--- src/rtl/switch_sched_pkg.sv ---
// Shared types and width helpers for the switch scheduler: top FSM states,
// ramp direction and index widths derived from the channel/event counts.
package switch_sched_pkg;

  typedef enum logic [1:0] {
    ST_IDLE   = 2'd0,
    ST_RUN    = 2'd1,
    ST_FINISH = 2'd2
  } state_e;

  typedef enum logic [1:0] {
    RAMP_HOLD = 2'd0,
    RAMP_UP   = 2'd1,
    RAMP_DOWN = 2'd2
  } ramp_dir_e;

  // Select widths never drop to zero, so a single channel/slot still gets a 1-bit port.
  function automatic int ch_w(input int nch);
    return (nch > 1) ? $clog2(nch) : 1;
  endfunction

  function automatic int idx_w(input int nev);
    return (nev > 1) ? $clog2(nev) : 1;
  endfunction

  // The event pointer must be able to hold NEV itself (end of table).
  function automatic int ptr_w(input int nev);
    return $clog2(nev + 1);
  endfunction

endpackage

--- src/rtl/switch_sched_chan.sv ---
// One switch channel: event table, event pointer, switch state, transition
// ramp and the sticky overlap flag.
module switch_sched_chan
  import switch_sched_pkg::*;
#(
  parameter int NEV = 4,
  parameter int TW  = 16,
  parameter int RW  = 4
) (
  input  logic                  clk,
  input  logic                  rst_n,
  input  logic                  wr_en_i,
  input  logic [idx_w(NEV)-1:0] wr_idx_i,
  input  logic [TW-1:0]         wr_time_i,
  input  logic                  load_i,
  input  logic                  init_on_i,
  input  logic                  run_en_i,
  input  logic [TW-1:0]         tb_i,
  output logic                  sw_on_o,
  output logic [RW-1:0]         ramp_o,
  output logic                  exhausted_o,
  output logic                  at_target_o,
  output logic                  fire_o,
  output logic                  err_overlap_o
);

  localparam int IW = idx_w(NEV);
  localparam int PW = ptr_w(NEV);

  logic [TW-1:0] tab_q [NEV];
  logic [PW-1:0] ptr_q;
  logic          sw_on_q;
  logic          err_q;
  logic [RW-1:0] ramp_q;
  logic [RW-1:0] ramp_d;
  logic [RW-1:0] cur_target;
  logic [RW-1:0] next_target;
  logic [TW-1:0] cur_time;
  logic          next_on;
  logic          exhausted;
  logic          fire;
  ramp_dir_e     dir;

  // A pointer past the last slot reads as an empty entry, which ends the list.
  always_comb begin
    cur_time = '0;
    for (int i = 0; i < NEV; i++) begin
      if (ptr_q == PW'(i)) cur_time = tab_q[i];
    end
  end

  assign exhausted   = (cur_time == '0);
  assign fire        = run_en_i && !exhausted && (tb_i == cur_time);
  assign cur_target  = sw_on_q ? '1 : '0;
  assign next_on     = sw_on_q ^ fire;
  assign next_target = next_on ? '1 : '0;

  // The ramp heads for the post-event target in the same cycle the event fires,
  // so a reversal continues from the current code without a jump.
  always_comb begin
    dir = RAMP_HOLD;
    if (ramp_q != next_target) dir = next_on ? RAMP_UP : RAMP_DOWN;
    case (dir)
      RAMP_UP:   ramp_d = ramp_q + RW'(1);
      RAMP_DOWN: ramp_d = ramp_q - RW'(1);
      default:   ramp_d = ramp_q;
    endcase
  end

  always_ff @(posedge clk or negedge rst_n) begin
    if (!rst_n) begin
      for (int i = 0; i < NEV; i++) tab_q[i] <= '0;
      ptr_q   <= '0;
      sw_on_q <= 1'b0;
      ramp_q  <= '0;
      err_q   <= 1'b0;
    end else begin
      for (int i = 0; i < NEV; i++) begin
        if (wr_en_i && (wr_idx_i == IW'(i))) tab_q[i] <= wr_time_i;
      end
      if (load_i) begin
        sw_on_q <= init_on_i;
        ramp_q  <= init_on_i ? '1 : '0;
        ptr_q   <= '0;
        err_q   <= 1'b0;
      end else if (run_en_i) begin
        sw_on_q <= next_on;
        ramp_q  <= ramp_d;
        if (fire) begin
          ptr_q <= ptr_q + PW'(1);
          if (ramp_q != cur_target) err_q <= 1'b1;
        end
      end
    end
  end

  assign sw_on_o       = sw_on_q;
  assign ramp_o        = ramp_q;
  assign exhausted_o   = exhausted;
  assign at_target_o   = (ramp_q == cur_target);
  assign fire_o        = fire;
  assign err_overlap_o = err_q;

endmodule

--- src/rtl/switch_sched.sv ---
// Timed switch scheduler: a shared timebase drives NCH channels that toggle on
// programmed event times and ramp their control code between off and on.
module switch_sched
  import switch_sched_pkg::*;
#(
  parameter int NCH = 4,
  parameter int NEV = 4,
  parameter int TW  = 16,
  parameter int RW  = 4
) (
  input  logic                  clk,
  input  logic                  rst_n,
  input  logic                  cfg_we,
  input  logic [ch_w(NCH)-1:0]  cfg_ch,
  input  logic [idx_w(NEV)-1:0] cfg_idx,
  input  logic [TW-1:0]         cfg_time,
  input  logic [NCH-1:0]        init,
  input  logic                  start,
  input  logic                  abort,
  output logic [NCH-1:0]        sw_on,
  output logic [NCH*RW-1:0]     ramp,
  output logic                  busy,
  output logic                  done,
  output logic [NCH-1:0]        err_overlap
);

  localparam int CW = ch_w(NCH);

  state_e        state_q;
  logic [TW-1:0] tb_q;
  logic          busy_q;
  logic          done_q;

  logic          tb_sat;
  logic          load;
  logic          run_en;
  logic          finish_ok;
  logic [NCH-1:0] wr_en;
  logic [NCH-1:0] exhausted;
  logic [NCH-1:0] at_target;
  logic [NCH-1:0] fire;
  logic [RW-1:0]  ramp_w [NCH];

  assign tb_sat = &tb_q;
  assign load   = start && (state_q == ST_IDLE);
  // Abort suppresses any event due in the same cycle.
  assign run_en = (state_q == ST_RUN) && !abort;

  // A cycle in which some channel fires is never the last one: its ramp just left its target.
  assign finish_ok = (&(exhausted | {NCH{tb_sat}})) && (&at_target) && !(|fire);

  for (genvar c = 0; c < NCH; c++) begin : g_chan
    assign wr_en[c] = cfg_we && (cfg_ch == CW'(c));

    switch_sched_chan #(
      .NEV (NEV),
      .TW  (TW),
      .RW  (RW)
    ) u_chan (
      .clk           (clk),
      .rst_n         (rst_n),
      .wr_en_i       (wr_en[c]),
      .wr_idx_i      (cfg_idx),
      .wr_time_i     (cfg_time),
      .load_i        (load),
      .init_on_i     (init[c]),
      .run_en_i      (run_en),
      .tb_i          (tb_q),
      .sw_on_o       (sw_on[c]),
      .ramp_o        (ramp_w[c]),
      .exhausted_o   (exhausted[c]),
      .at_target_o   (at_target[c]),
      .fire_o        (fire[c]),
      .err_overlap_o (err_overlap[c])
    );

    assign ramp[c*RW +: RW] = ramp_w[c];
  end

  always_ff @(posedge clk or negedge rst_n) begin
    if (!rst_n) begin
      state_q <= ST_IDLE;
      tb_q    <= '0;
      busy_q  <= 1'b0;
      done_q  <= 1'b0;
    end else begin
      done_q <= 1'b0;
      case (state_q)
        ST_IDLE: begin
          if (start) begin
            state_q <= ST_RUN;
            tb_q    <= '0;
            busy_q  <= 1'b1;
          end
        end
        ST_RUN: begin
          if (abort) begin
            state_q <= ST_IDLE;
            busy_q  <= 1'b0;
          end else begin
            if (!tb_sat) tb_q <= tb_q + TW'(1);
            if (finish_ok) begin
              state_q <= ST_FINISH;
              done_q  <= 1'b1;
            end
          end
        end
        ST_FINISH: begin
          state_q <= ST_IDLE;
          busy_q  <= 1'b0;
        end
        default: begin
          state_q <= ST_IDLE;
          busy_q  <= 1'b0;
        end
      endcase
    end
  end

  assign busy = busy_q;
  assign done = done_q;

endmodule

--- config.mk ---
export PLATFORM = sky130hd
export DESIGN_NAME = switch_sched
export DESIGN_NICKNAME = d
export VERILOG_FILES = /design/src/rtl/switch_sched_pkg.sv /design/src/rtl/switch_sched_chan.sv /design/src/rtl/switch_sched.sv
export SDC_FILE = /design/constraint.sdc
export NUM_CORES = 1
export LEC_CHECK = 0
export CAP_MARGIN = 20
export CORE_UTILIZATION = 60
export DETAILED_ROUTE_END_ITERATION = 8
export GPL_ROUTABILITY_DRIVEN = 0
export PLACE_DENSITY = 0.75
export SYNTH_ARGS = -nofsm -noshare
export SYNTH_HDL_FRONTEND = slang
export SYNTH_SLANG_ARGS = --single-unit
--- constraint.sdc ---
create_clock -name clk -period 6.55 [get_ports clk]
set_clock_uncertainty 0.2 [all_clocks]
set_input_delay 1.31 -clock clk [delete_from_list [all_inputs] [get_ports clk]]
set_output_delay 1.31 -clock clk [all_outputs]
set_load 0.05 [all_outputs]
# Yosys cells after proc, flatten, opt, wreduce, memory -nomap -nowiden
# Index checks and enable logic that the tools add are counted.
[totals]
reg_bits = 312
input_bits = 29
output_inout_bits = 26
elab_cells = 282
[op_classes]
n_addsub = 13
n_eq_ne = 48
mux = 98
n_bitwise = 5
reduce_logical = 82
[op_table]
columns = ["op", "count"]
rows = [
  ["$mux W16", 19],
  ["$mux W4", 20],
  ["$eq A16 B16 Y1", 4],
  ["$logic_not A16 Y1", 4],
  ["$mux W3", 12],
  ["$logic_and A1 B1 Y1", 32],
  ["$ne A4 B4 Y1", 8],
  ["$pmux W16 S2", 1],
  ["$pmux W4 S2", 4],
  ["$mux W1", 29],
  ["$eq A3 B2 Y1 const B", 8],
  ["$mux W2", 11],
  ["$reduce_and A2 Y1", 10],
  ["$reduce_bool A2 Y1", 10],
  ["$add A16 B1 Y16 const B", 1],
  ["$add A4 B1 Y4 const B", 4],
  ["$eq A2 B2 Y1 const B", 8],
  ["$eq A4 B4 Y1", 4],
  ["$reduce_and A16 Y1", 1],
  ["$sub A4 B1 Y4 const B", 4],
  ["$eq A2 B1 Y1 const B", 7],
  ["$add A3 B1 Y3 const B", 4],
  ["$eq A3 B1 Y1 const B", 4],
  ["$logic_not A3 Y1", 4],
  ["12 further kinds", 33],
]

# Longest topological paths before layout
[logic_depth]
word_depth = 17
ltp_mapped = 23
mapped_depth_nobuf = 21

# Modules after synthesis
# From an unflattened synthesis, not the netlist that was laid out.
[unflattened]
hier_cells = 1902
hier_area_um2 = 19389.8
[modules_own_cells]
columns = ["module", "instances", "cells_each", "area_each_um2", "seq_area_each_um2"]
rows = [
  ["switch_sched_chan at g_chan[1].u_chan ...", 3, 447, 4554.4, 1826.8],
  ["switch_sched_chan at g_chan[0].u_chan", 1, 442, 4533.1, 1826.8],
  ["switch_sched", 1, 119, 1193.6, 500.5],
]

# Worst setup path before layout
# No wires, ideal clock.
[synth_path]
path_kind = "input-to-reg"
start = "in abort"
end = "reg g_chan[2].u_chan.ramp_q[2]"
setup_ps = 82
arrival_ps = 4989
t_required_ps = 6268
path_slack_ps = 1279
stages = 16
path_buffers = 0
cell_sequence = "or3b_1 -> a2111oi_0 -> nand4_1 -> or4b_1 -> a2111oi_4 -> xnor2_2 -> ha_1 -> nand2_1 -> or2_2 -> nand2_1 -> xnor2_1 -> ha_1 -> nor2_1 -> xnor2_1 -> or3_1 -> a31oi_1"
[synth_between]
elab_chain_len = 12
word_cells_on_any_way = 17
cone_classes = "3 x eq/ne; 6 x mux; 1 x bitwise; 7 x reduce/logical"
[synth_lines]
columns = ["element", "line", "rtl"]
rows = [
  ["start: declaration", "switch_sched.sv:19", "input logic abort,"],
  ["$logic_not A1 Y1 *", "switch_sched.sv:47", "assign run_en = (state_q == ST_RUN) && !abort;"],
  ["$logic_and A1 B1 Y1 *", "switch_sched.sv:47", ""],
  ["$logic_and A1 B1 Y1 (2 in a row)", "switch_sched_chan.sv:53", "assign fire = run_en_i && !exhausted && (tb_i == cur_time);"],
  ["$xor A1 B1 Y1", "switch_sched_chan.sv:55", "assign next_on = sw_on_q ^ fire;"],
  ["$mux W4", "switch_sched_chan.sv:56", "assign next_target = next_on ? '1 : '0;"],
  ["$ne A4 B4 Y1", "switch_sched_chan.sv:62", "if (ramp_q != next_target) dir = next_on ? RAMP_UP : RAMP_DOWN;"],
  ["$mux W2", "switch_sched_chan.sv:62", ""],
  ["$eq A2 B2 Y1 or $eq A2 B1 Y1 (tied branches)", "switch_sched_chan.sv:63", "case (dir)"],
  ["$pmux W4 S2", "switch_sched_chan.sv:63", ""],
  ["$mux W4", "switch_sched_chan.sv:86", "end else if (run_en_i) begin"],
  ["$mux W4", "switch_sched_chan.sv:81", "if (load_i) begin"],
  ["end signal: assignment", "switch_sched_chan.sv:83", "ramp_q <= init_on_i ? '1 : '0;"],
  ["end signal: assignment", "switch_sched_chan.sv:88", "ramp_q <= ramp_d;"],
  ["end: declaration", "switch_sched_chan.sv:34", "logic [RW-1:0] ramp_q;"],
]
# Mark *: on every way between the ends. The rest lies on a longest branch, timed or not. The select of a mux whose other input is x is not followed.
# A chain may end at the register's enable or synchronous reset.

# Final worst setup path
[layout_path]
start = "reg g_chan[0].u_chan.ptr_q[1]"
end = "reg g_chan[0].u_chan.ramp_q[2]"
[layout_between]
elab_chain_len = 17
word_cells_on_any_way = 25
cone_classes = "7 x eq/ne; 10 x mux; 1 x bitwise; 7 x reduce/logical"
[layout_lines]
columns = ["element", "line", "rtl"]
rows = [
  ["start: declaration", "switch_sched_chan.sv:31", "logic [PW-1:0] ptr_q;"],
  ["start signal: assignment", "switch_sched_chan.sv:90", "ptr_q <= ptr_q + PW'(1);"],
  ["$logic_not A3 Y1", "switch_sched_chan.sv:48", "if (ptr_q == PW'(i)) cur_time = tab_q[i];"],
  ["$mux W16 (3 in a row)", "switch_sched_chan.sv:48", ""],
  ["$mux W16 *", "switch_sched_chan.sv:48", ""],
  ["$logic_not A16 Y1", "switch_sched_chan.sv:52", "assign exhausted = (cur_time == '0);"],
  ["$logic_not A1 Y1", "switch_sched_chan.sv:53", ""],
  ["$logic_and A1 B1 Y1", "switch_sched_chan.sv:53", ""],
  ["$logic_and A1 B1 Y1 *", "switch_sched_chan.sv:53", ""],
  ["$xor A1 B1 Y1 *", "switch_sched_chan.sv:55", ""],
  ["$mux W4", "switch_sched_chan.sv:56", ""],
  ["$ne A4 B4 Y1", "switch_sched_chan.sv:62", ""],
  ["$mux W2 *", "switch_sched_chan.sv:62", ""],
  ["$eq A2 B2 Y1 or $eq A2 B1 Y1 (tied branches)", "switch_sched_chan.sv:63", ""],
  ["$pmux W4 S2", "switch_sched_chan.sv:63", ""],
  ["$mux W4", "switch_sched_chan.sv:86", ""],
  ["$mux W4", "switch_sched_chan.sv:81", ""],
  ["end signal: assignment", "switch_sched_chan.sv:83", ""],
  ["end signal: assignment", "switch_sched_chan.sv:88", ""],
  ["end: declaration", "switch_sched_chan.sv:34", ""],
]
# Marked as above.

==> impl_metrics.yaml <==
outcome:
  status: "completed"
power_and_ir_drop:
  power_density_mw_per_mm2: 341
  power.total_mw: 6.53
  vdd_ir_drop_max_v: 0.000224
  p_leak_nw: 8.02
global_routing:
  grt.overflow.total: 0
  grt_pass1_wl_um: 73300
  grt_max_degree: 127
  grt_usage: 0.324
  grt_pass1_vias: 13300
  antenna_found_initial: 0
routing:
  wl_um: 46500
  first_pass_iters: 6
  wl_per_cell_um: 22.5
  viasPerCell: 6.57
  wl_met1_um: 19400
  drc: 0
  highest_layer: "met4"
  antenna_left: 0
  drt-initial-drc-count: 1535
  wl_met3_um: 3210
  route.vias.total: 13500
  wl_met2_um: 21700
sta:
  drv_slew: 0
  finalCriticalPeriod_ns: 5.85
  hold_violations: 0
  rsz0062_at_grt: "false"
  tns_ns: 0
  timing.fmax_mhz: 171
  fin_crit_sh: 0.893
  worstMarginPinSlew_ns: 1.06
  worst_slack_ns: 0.701
  finalSetupViolations: 0
  max_slew_margin: 0.288
critical_path:
  critPathLaunch: "g_chan[0].u_chan.ptr_q[1]"
  critPathMaxFanout: 32
  r2r_start: "g_chan[0].u_chan.ptr_q[1]"
  crit_type: "flop to flop"
  startpoint_type: "flop"
  arrival_ns: 6.07
  crit_path_end_kind: "flop"
  required_ns: 6.77
cts:
  cts_buffer_depth: 3
  cts_hold_buf: 0
  clk_latency_ns: 0.52
  cts_tree: "done"
  cts-buffers-inserted: 35
  cts_setup_buffers: 0
  htree_levels: 2
  cts_root_buffer: "clkbuf_16"
  numClockSinks: 312
  cts_resized: 0
  path_clk_slew_ns: 0.06
logic_synthesis:
  synth_edf_count: 0
  synth_warnings: 0
  synthFlopType: "dfrtp_1"
  synth_compound_area_frac: 0.141
  yosys.area_share.simple: 0.139
  yosysTopAreaCellShare: 0.453
  syn-num-nets: 1718
  synth_top_cell_by_area: "dfrtp_1"
  yosysSeqAreaShare: 0.453
  synth_fa_ha_area_frac: 0.0240
  synth_area_leaders: "dfrtp_1 45%, mux2_2 15%, nand2_1 3.0%"
  muxShareOfSynthArea: 0.164
  synthArstFlopShare: 1.00
  synthesis.area_mm2: 0.0172
  synth_xor_area_frac: 0.0360
  yosys_register_bits: 312
  syn-instance-count: 1656
  ys_types: 85
  syn_area_per_cell_um2: 10.4
  synth_top_family_by_area: "multiplexers"
placement:
  post-place-ws_ns: 0.403
  io_buffer_count: 54
  dp_hpwl_um: 30200
hold_path:
  hold_class: "flop to flop"
  hold_start: "g_chan[0].u_chan.tab_q[24]"
floorplan:
  coreArea_mm2: 0.0280
  rows: 61
  ios: 55
  die_w_um: 171
  initial_utilization: 0.615
  die_h_um: 171
  fp.dieArea_mm2: 0.0294
finish:
  diodes: 0
  multi_input_area_mm2: 0.00867
  area_growth_pct: 11.1
  seq_area_mm2: 0.00781
  nFillCells: 2147
  nNetsFinal: 1722
  drive_gt1_frac: 0.204
  utilization: 0.683
run:
  drv_cap: 0
## report_power, final
part | internal (mW) | leakage [nW] | switching [mW]
clock network | 1.16 | 0.568 | 0.783
logic | 0.854 | 3.59 | 1.01
registers | 2.36 | 3.86 | 0.371
## synth_stat cells, drive strengths merged, types with 23 or more instances
cell type / instances
nor2: 71
o21ai: 91
mux2i: 23
nand2b: 32
nand2: 137
clkbuf: 83
a21oi: 79
ha: 33
xnor2: 42
xor2: 27
nand4: 26
inv: 62
mux2: 230
nand3b: 35
nand3: 30
dfrtp: 312
buf: 36
nor4: 24
## metal layers
metal,global-route usage,up-vias
met3,0.0380,153
met5,0,-
met1,0.446,6780
met4,0.140,0
li1,-,6023
met2,0.520,583
## state kept, by name, indices dropped and copies added, names as in the netlist
name                         count
done                             1
tb_q                            16
state_q                          2
g_chan.u_chan.ptr_q             12
g_chan.u_chan.ramp_o            16
busy                             1
g_chan.u_chan.err_overlap_o      4
g_chan.u_chan.tab_q            256
g_chan.u_chan.sw_on_o            4
## final cells by class
cell class                 instances  share of cell area
tap                              378              0.0247
inverter                          62              0.0122
sequential                       312               0.408
clock buffer                      51              0.0552
clock inverter                    10             0.00425
multi-input combinational       1163               0.453
timing repair buffer              86              0.0428
## layout by cell type, fill, tap and decap left out, types with 11 or more instances in the layout
| master | synthesis | final |
|---|---|---|
| a211oi_1 | 11 | 11 |
| nand2b_1 | 32 | 32 |
| xnor2_1 | 40 | 40 |
| nor3_1 | 17 | 17 |
| clkbuf_8 | 0 | 12 |
| mux2i_1 | 23 | 23 |
| clkdlybuf4s50_1 | 0 | 53 |
| a22o_1 | 13 | 13 |
| a21oi_1 | 79 | 79 |
| nand4_1 | 26 | 26 |
| nand3b_1 | 35 | 35 |
| a221oi_1 | 20 | 20 |
| nor2_1 | 70 | 70 |
| inv_1 | 61 | 61 |
| nand2_1 | 137 | 137 |
| clkbuf_16 | 0 | 35 |
| and2_1 | 11 | 11 |
| nor4_1 | 24 | 24 |
| buf_4 | 8 | 30 |
| nor2b_1 | 22 | 22 |
| o21ai_0 | 87 | 87 |
| nand3_1 | 30 | 30 |
| mux2_2 | 229 | 229 |
| ha_1 | 33 | 33 |
| dfrtp_1 | 312 | 312 |
| a31oi_1 | 12 | 12 |
| a32oi_1 | 17 | 17 |
| xor2_1 | 27 | 27 |
## critical path: stages, from the launching register on
cell,delay [ns]
dfrtp_1,0.40
inv_1,0.11
ha_1,0.85
o21ai_0,0.23
a32oi_1,0.48
nand4_1,0.14
nor4_1,0.72
a21boi_1,0.33
nand3_1,0.23
nand2_1,0.07
inv_1,0.09
ha_1,0.22
nand2_1,0.17
nor3_1,0.09
nor3_1,0.37
xor2_1,0.13
ha_1,0.20
nor2_1,0.13
xor2_1,0.09
or3_1,0.33
a31oi_1,0.17
## cells by family (layout without fill, tap and decap cells)
logic type | after synthesis | after routing
and+or+nand+nor | 454 | 454
AOI/OAI and AO/OA | 354 | 354
DFF | 312 | 312
muxes | 253 | 253
buffers and inverters | 181 | 209
xor gates and xnor gates | 69 | 69
adders and majority gates | 33 | 33
## worst paths after layout
check	endpoint	slack (ns)	depth (start not counted)
setup / recovery	g_chan[0].u_chan.ramp_o[2]	0.70	20
hold / removal	g_chan[0].u_chan.tab_q[24]	0.29	1
setup reg to reg	g_chan[0].u_chan.ramp_o[2]	0.70	20
hold reg to reg	g_chan[0].u_chan.tab_q[24]	0.29	1
max in group asynchronous	g_chan[3].u_chan.tab_q[39]	4.10	2
min in group asynchronous	g_chan[0].u_chan.tab_q[48]	0.68	1
## stage by stage
stage / instances / hold WS, ns / cell area [µm²]
2_1_floorplan: 1656 / 0.241 / 17200
3_3_place_gp: 2000 / 0.278 / 18000
3_5_place_dp: 2000 / 0.284 / 18000
4_1_cts: 2061 / 0.297 / 19100
5_1_grt: 2062 / 0.302 / 19100
6_report: 2062 / 0.295 / 19100
No activity file was read; power rests on OpenSTA's default activity.
